$ cat config.mk
export PLATFORM = sky130hd
export DESIGN_NAME = manch_rx_ctrl_flat
export DESIGN_NICKNAME = d
export VERILOG_FILES = /design/src/rtl/manch_rx_if.sv /design/src/rtl/manch_rx_ctrl.sv /design/src/flat_wrapper.sv
export SDC_FILE = /design/constraint.sdc
export NUM_CORES = 1
export LEC_CHECK = 0
export CORE_ASPECT_RATIO = 2
export CORE_MARGIN = 2
export CORE_UTILIZATION = 65
export CTS_BUF_LIST = sky130_fd_sc_hd__clkbuf_4 sky130_fd_sc_hd__clkbuf_8
export CTS_CLUSTER_DIAMETER = 100
export DETAILED_ROUTE_END_ITERATION = 16
export DONT_BUFFER_PORTS = 1
export PLACE_DENSITY = 0.81
export RECOVER_POWER = 25
export REMOVE_ABC_BUFFERS = 1
export SLEW_MARGIN = 20
export SYNTH_ARGS = -nofsm -noshare
export SYNTH_HDL_FRONTEND = slang
export SYNTH_SLANG_ARGS = --single-unit
$ cat constraint.sdc
create_clock -name clk -period 5 [get_ports clk]
set_clock_uncertainty 0.05 [all_clocks]
set_input_delay 0.75 -clock clk [delete_from_list [all_inputs] [get_ports clk]]
set_output_delay 0.75 -clock clk [all_outputs]
set_load 0.05 [all_outputs]
$ cat src/rtl/manch_rx_if.sv
// manch_rx_if: byte handshake between the Manchester receiver and its consumer.
interface manch_rx_if;
    logic [7:0] byte_out;
    logic       byte_valid;
    logic       byte_ready;
    modport master(output byte_out, output byte_valid, input byte_ready);
    modport slave(input byte_out, input byte_valid, output byte_ready);
endinterface

$ cat src/rtl/manch_rx_ctrl.sv
// manch_rx_ctrl: oversampling Manchester receiver with preamble lock, byte assembly and frame supervision.
// Define MANCH_RX_GLITCH_EN to insert a 3-tap majority filter ahead of edge detection.
module manch_rx_ctrl #(
    parameter int OSR         = 16,
    parameter int SYNC_LEN    = 8,
    parameter int FRAME_BYTES = 4
) (
    input  logic       clk,
    input  logic       rst,
    input  logic       en,
    input  logic       datamin,
    manch_rx_if.master bus,
    output logic       frame_done,
    output logic       err,
    output logic       busy
);
    localparam int CW = $clog2(2 * OSR) + 1;
    localparam int OW = $clog2(SYNC_LEN + 1);
    localparam logic [CW-1:0] LO   = CW'(3 * OSR / 4);
    localparam logic [CW-1:0] TMO  = CW'(5 * OSR / 4 + 1);
    localparam logic [CW-1:0] CMAX = '1;
    localparam logic [OW-1:0] OMAX = OW'(SYNC_LEN);
    localparam logic [7:0]    LAST = 8'(FRAME_BYTES - 1);

    typedef enum logic [1:0] {HUNT, SYNC, DATA} state_t;

    state_t        state, state_n;
    logic          s1, s2, line, prev, edge_det, bit_val, mid, tmo;
    logic          load, done_n, err_n;
    logic [CW-1:0] cnt, cnt_n;
    logic [OW-1:0] ones, ones_n;
    logic [2:0]    bitc, bitc_n;
    logic [7:0]    bytec, bytec_n, sh, sh_n, nbyte;

`ifdef MANCH_RX_GLITCH_EN
    logic d1, d2;
    // Two delay taps so the line is the majority of three consecutive synced samples
    always_ff @(posedge clk) begin
        if (rst) begin
            d1 <= 1'b0;
            d2 <= 1'b0;
        end else begin
            d1 <= s2;
            d2 <= d1;
        end
    end
    assign line = (s2 & d1) | (s2 & d2) | (d1 & d2);
`else
    assign line = s2;
`endif

    // Metastability synchronizer plus previous-sample register for edge detection
    always_ff @(posedge clk) begin
        if (rst) begin
            s1   <= 1'b0;
            s2   <= 1'b0;
            prev <= 1'b0;
        end else begin
            s1   <= datamin;
            s2   <= s1;
            prev <= line;
        end
    end

    // A falling mid-bit edge (prev high) decodes as 1, a rising one as 0
    assign edge_det = line ^ prev;
    assign bit_val  = prev;
    assign mid      = edge_det && cnt >= LO;
    assign tmo      = cnt >= TMO;
    assign nbyte    = {bit_val, sh[7:1]};
    assign busy     = state == DATA;

    // Next-state, bit timing, preamble counting and byte assembly
    always_comb begin
        state_n = state;
        cnt_n   = cnt == CMAX ? cnt : cnt + 1'b1;
        ones_n  = ones;
        bitc_n  = bitc;
        bytec_n = bytec;
        sh_n    = sh;
        load    = 1'b0;
        done_n  = 1'b0;
        err_n   = 1'b0;
        if (!en) begin
            state_n = HUNT;
            cnt_n   = '0;
            ones_n  = '0;
            bitc_n  = '0;
            bytec_n = '0;
            sh_n    = '0;
        end else if (state == HUNT) begin
            if (edge_det) begin
                state_n = SYNC;
                cnt_n   = '0;
                ones_n  = '0;
            end
        end else if (tmo) begin
            state_n = HUNT;
            err_n   = state == DATA;
        end else if (mid) begin
            cnt_n = '0;
            if (state == SYNC) begin
                if (bit_val) begin
                    ones_n = ones >= OMAX ? ones : ones + 1'b1;
                end else if (ones >= OMAX) begin
                    state_n = DATA;
                    bitc_n  = '0;
                    bytec_n = '0;
                    sh_n    = '0;
                end else begin
                    state_n = HUNT;
                end
            end else begin
                sh_n   = nbyte;
                bitc_n = bitc + 1'b1;
                if (bitc == 3'd7) begin
                    if (bus.byte_valid && !bus.byte_ready) begin
                        err_n   = 1'b1;
                        state_n = HUNT;
                    end else begin
                        load    = 1'b1;
                        bytec_n = bytec + 1'b1;
                        if (bytec == LAST) begin
                            done_n  = 1'b1;
                            state_n = HUNT;
                        end
                    end
                end
            end
        end
    end

    // Control state register with the status pulses
    always_ff @(posedge clk) begin
        if (rst) begin
            state      <= HUNT;
            cnt        <= '0;
            ones       <= '0;
            bitc       <= '0;
            bytec      <= '0;
            sh         <= '0;
            frame_done <= 1'b0;
            err        <= 1'b0;
        end else begin
            state      <= state_n;
            cnt        <= cnt_n;
            ones       <= ones_n;
            bitc       <= bitc_n;
            bytec      <= bytec_n;
            sh         <= sh_n;
            frame_done <= done_n;
            err        <= err_n;
        end
    end

    // Output holding register lives outside the FSM so a pending byte survives relocking
    always_ff @(posedge clk) begin
        if (rst) begin
            bus.byte_out   <= '0;
            bus.byte_valid <= 1'b0;
        end else if (load) begin
            bus.byte_out   <= nbyte;
            bus.byte_valid <= 1'b1;
        end else if (bus.byte_valid && bus.byte_ready) begin
            bus.byte_valid <= 1'b0;
        end
    end
endmodule

$ cat src/flat_wrapper.sv
// flat-port wrapper written by rule: the top's interface ports become plain ports
module manch_rx_ctrl_flat 
#(
    parameter int OSR         = 16,
    parameter int SYNC_LEN    = 8,
    parameter int FRAME_BYTES = 4
)
  (clk, rst, en, datamin, frame_done, err, busy, bus_byte_out, bus_byte_valid, bus_byte_ready);
  manch_rx_if bus_i ();
  input  logic clk;
  input  logic rst;
  input  logic en;
  input  logic datamin;
  output logic frame_done;
  output logic err;
  output logic busy;
  output wire logic [$bits(bus_i.byte_out)-1:0] bus_byte_out;
  output wire logic [$bits(bus_i.byte_valid)-1:0] bus_byte_valid;
  input wire logic [$bits(bus_i.byte_ready)-1:0] bus_byte_ready;
  assign bus_byte_out = bus_i.byte_out;
  assign bus_byte_valid = bus_i.byte_valid;
  assign bus_i.byte_ready = bus_byte_ready;
  manch_rx_ctrl #(.OSR(OSR), .SYNC_LEN(SYNC_LEN), .FRAME_BYTES(FRAME_BYTES)) u_core (.clk(clk), .rst(rst), .en(en), .datamin(datamin), .bus(bus_i), .frame_done(frame_done), .err(err), .busy(busy));
endmodule
Word level (Yosys, flattened, before mapping)
Cells that the tools add are included.

operators by class
  reduce and logical (&&, ||, !) cells = 20
  bitwise operators = 6
  magnitude comparators = 3
  add/sub/neg operators = 4
  equal/unequal tests = 12
  muxes and demuxes = 46

operators by type and width
  operator                                                                             number
  8-bit 2-to-1 mux                                                                     6
  6-bit 2-to-1 mux                                                                     5
  4-bit 2-to-1 mux                                                                     7
  2-bit 2-to-1 mux                                                                     10
  1-bit 2-to-1 mux                                                                     15
  5-bit AND reduction                                                                  2
  2-bit nonzero test                                                                   5
  3-bit 2-to-1 mux                                                                     3
  8-bit by 1-bit adder with 8-bit output, second input constant                        1
  8-bit by 2-bit equality test with 1-bit output, second input constant                1
  8-bit OR reduction                                                                   1
  7-bit AND reduction                                                                  1
  6-bit by 1-bit adder with 6-bit output, second input constant                        1
  6-bit equality test, second input constant                                           1
  6-bit by 4-bit greater-or-equal comparator with 1-bit output, second input constant  1
  6-bit by 5-bit greater-or-equal comparator with 1-bit output, second input constant  1
  2-bit by 1-bit != test with 1-bit output, second input constant                      3
  2-bit != test, second input constant                                                 3
  6-bit AND reduction                                                                  1
  1-bit NOT                                                                            5
  5-bit nonzero test                                                                   1
  4-bit by 1-bit adder with 4-bit output, second input constant                        1
  4-bit greater-or-equal comparator, second input constant                             1
  4-bit != test, second input constant                                                 1
  other kinds (12)                                                                     14

storage, ports and cells
  output and inout bits = 12
  flip-flop bits (word level) = 45
  logic and storage cells = 104
  input port bits = 5

Logic depth before layout (Yosys ltp)
  depth after elaboration = 10
  depth in mapped cells = 8

Worst setup path after synthesis
No wires, ideal clock.

  path kind = register to output
  start point = reg u_core.state[1]
  end point = out busy
  setup slack = 3019 ps
  arrival = 1181 ps
  stages on the path, launching flop included = 3
  buffers on the path = 1
  data required time = 4200 ps
  path through = dfxtp_1 clkbuf_8 nor2b_1

between the ends
  cells in the longest elaborated chain, start to end = 1

ends and longest elaborated chain
  element                 line                  source
  from (decl)             manch_rx_ctrl.sv:27   state_t state, state_n;
  from (signal assigned)  manch_rx_ctrl.sv:145  state <= state_n;
  2-bit equality test     manch_rx_ctrl.sv:71   assign busy = state == DATA;
  to (decl)               flat_wrapper.sv:16    output logic busy;

Every way passes these cells.

Worst setup path in the final report
Ends and elaborated chain as after synthesis.

==> run metrics <==
status finished clean; Worst EP arrival 1630 ps; Final #Nets 229; crit-path cells nor2b_1; port bufs 0; Seq/Total Area, Yosys 42.8%; Die X 43.8 um; Skew-Pair Late Insertion Delay 300 ps; Slew headroom 38.3%; Netlist cell types 50; Initial DRT Pass Iterations 6; site row count 29; CP Buf/Inv Count 0; Worst EP required 4200 ps; post-route setup TNS 0 ps; core area 0.00308 mm^2; most common cell after layout, fill and taps aside dfxtp_1; largest net degree at the start of global routing 17; Initial Util 66.8%; RSZ-0062 raised after global routing no; crit path capture type output port; Power Density 303 mW/mm^2; drt wl/cell 14.9 um; register bit total from synthesis 44; Crit-path slowest cell nor2b_1; Root Driver clkbuf_8; Final Max Tran Viols 0; crit-path max cell delay 790 ps; Area Overhead vs Synth 4.68%; Syn Area/Cell 9.58 um^2; die area 0.00366 mm^2; H-tree Lvls 2; CP startpoint kind flip-flop; antenna diode instance count 0; CP Class flip-flop to output port; vias in the first global route 1486; MaxCap Viol Count 0; clock sinks 44; Yosys warnings 0; total global-route track usage 21.3%; IO Pins 17; post-detail-place hpwl 2.57 mm; Leak 0.741 nW; clock buffer depth 2; final hold viol count 0; worst min-delay path class flip-flop to flip-flop; CTS tree done; grt ovf 0; most frequent cells in the layout dfxtp_1 (44), nor2_1 (25), a21oi_1 (17), mux2i_1 (17), nand2_1 (11); Tightest Pin Transition 923 ps; Final Instance Count excl. Fillers 247; layout cells sized above 1 11.1%; Peak Freq 0.412 GHz; crit path max fanout 11; ys async rst share 0%; clock-pin slew on the worst setup and hold paths 90 ps; Post-Syn Instances 215; Post-DRT Antenna Nets 0; Num CTS Buffers 5; Cell Area, Synth 0.00206 mm^2; Final setup viols 0; first-pass GRT wire length 6.13 mm; setup bufs post-CTS 0; dpl cells 239; post-CTS sizing 0; vias per inst 6.22; initial antenna violation count 0; # hold bufs at CTS 0; post-route minimum period 2430 ps; First DRT Iteration DRCs 35; final period utilization 48.5%; drc violations 0; Max VDD drop 0.306 mV; Chip Height 83.6 um; total wire length 3.68 mm; CP top delay family simple AND/OR/NAND/NOR gates; RePlAce Congestion 0.942; ys flop type dfxtp_1; DR vias 1536; number of synthesized flops with an enable pin 0
## state kept, by name, summed over array words and instances (netlist names)
name / cells
u_core.cnt: 6
u_core.bus.byte_out: 8
u_core.bus.byte_valid: 1
u_core.bitc: 3
u_core.frame_done: 1
u_core.state: 2
u_core.sh: 7
u_core.s1: 1
u_core.bit_val: 1
u_core.bytec: 8
u_core.err: 1
u_core.line: 1
u_core.ones: 4
## final timing paths
| path | slack [ps] | cells past startpoint | endpoint | from |
|---|---|---|---|---|
| max reg2reg | 2820 | 7 | u_core.ones[2]$_SDFFE_PP0P_ | u_core.cnt[1]$_SDFF_PP0_ |
| max | 2570 | 1 | busy | u_core.state[1]$_SDFFE_PP0P_ |
| min | 400 | 1 | u_core.line$_SDFF_PP0_ | u_core.s1$_SDFF_PP0_ |
| min reg2reg | 400 | 1 | u_core.line$_SDFF_PP0_ | u_core.s1$_SDFF_PP0_ |
## metal layers
metal | GRT usage [%] | vias up | part of all wire [%]
li1 | - | 768 | -
met1 | 26.3 | 729 | 43
met2 | 34.8 | 35 | 51
met3 | 4.33 | 4 | 4.1
met4 | 8.54 | 0 | 1.1
met5 | 0 | - | 0
## stage by stage
stage                     area, um^2  util, %  power (mW)  hold WS (ps)  setup WS [ps]
after floorplan                 2000        -       0.374           364           3000
after global placement          2040     66.0       0.377           375           2900
after detailed placement        2040     66.0       0.378           387           2800
after CTS                       2160     69.9       0.660           406           2590
after global routing            2160     69.9       0.674           413           2540
final                           2160     69.9       0.654           403           2570
## cell families after synthesis
group,count (synthesis),share of synthesized area (%)
adders and majority gates,9,5.47
buffers and inverters,12,3.89
muxes,18,8.81
DFF,44,42.8
and+or+nand+nor,86,23.4
AOI/OAI and AO/OA,42,13.6
xor gates and xnor gates,4,2.07
## layout make-up
class / instances / area (um^2)
Clock buffer: 5 / 68.8
Clock inverter: 3 / 50.0
Fill cell: 234 / 928
Inverter: 5 / 18.8
Multi-Input combinational cell: 159 / 1100
Sequential cell: 44 / 881
Tap cell: 31 / 38.8
## power by group
group / internal [mW] / total (mW) / switching, mW
clock: 0.154 / 0.284 / 0.130
combinational: 0.00517 / 0.0148 / 0.00962
sequential: 0.352 / 0.355 / 0.00248
total: 0.511 / 0.654 / 0.142
## Yosys cell counts (3+ instances only)
cell type	instances	area, um^2
and2_1	4	25.0
nand4_1	3	18.8
nand3_1	8	40.0
a21o_2	3	26.3
nor2b_1	9	56.3
nand2_1	11	41.3
mux2i_1	17	170
nor2_1	25	93.8
o21ai_0	5	25.0
inv_1	5	18.8
nand3b_1	4	30.0
nor3_1	3	15.0
ha_1	9	113
dfxtp_1	44	881
or3_1	5	31.3
a21oi_1	17	85.1
Note: power is estimated with default switching activity, not from simulation.
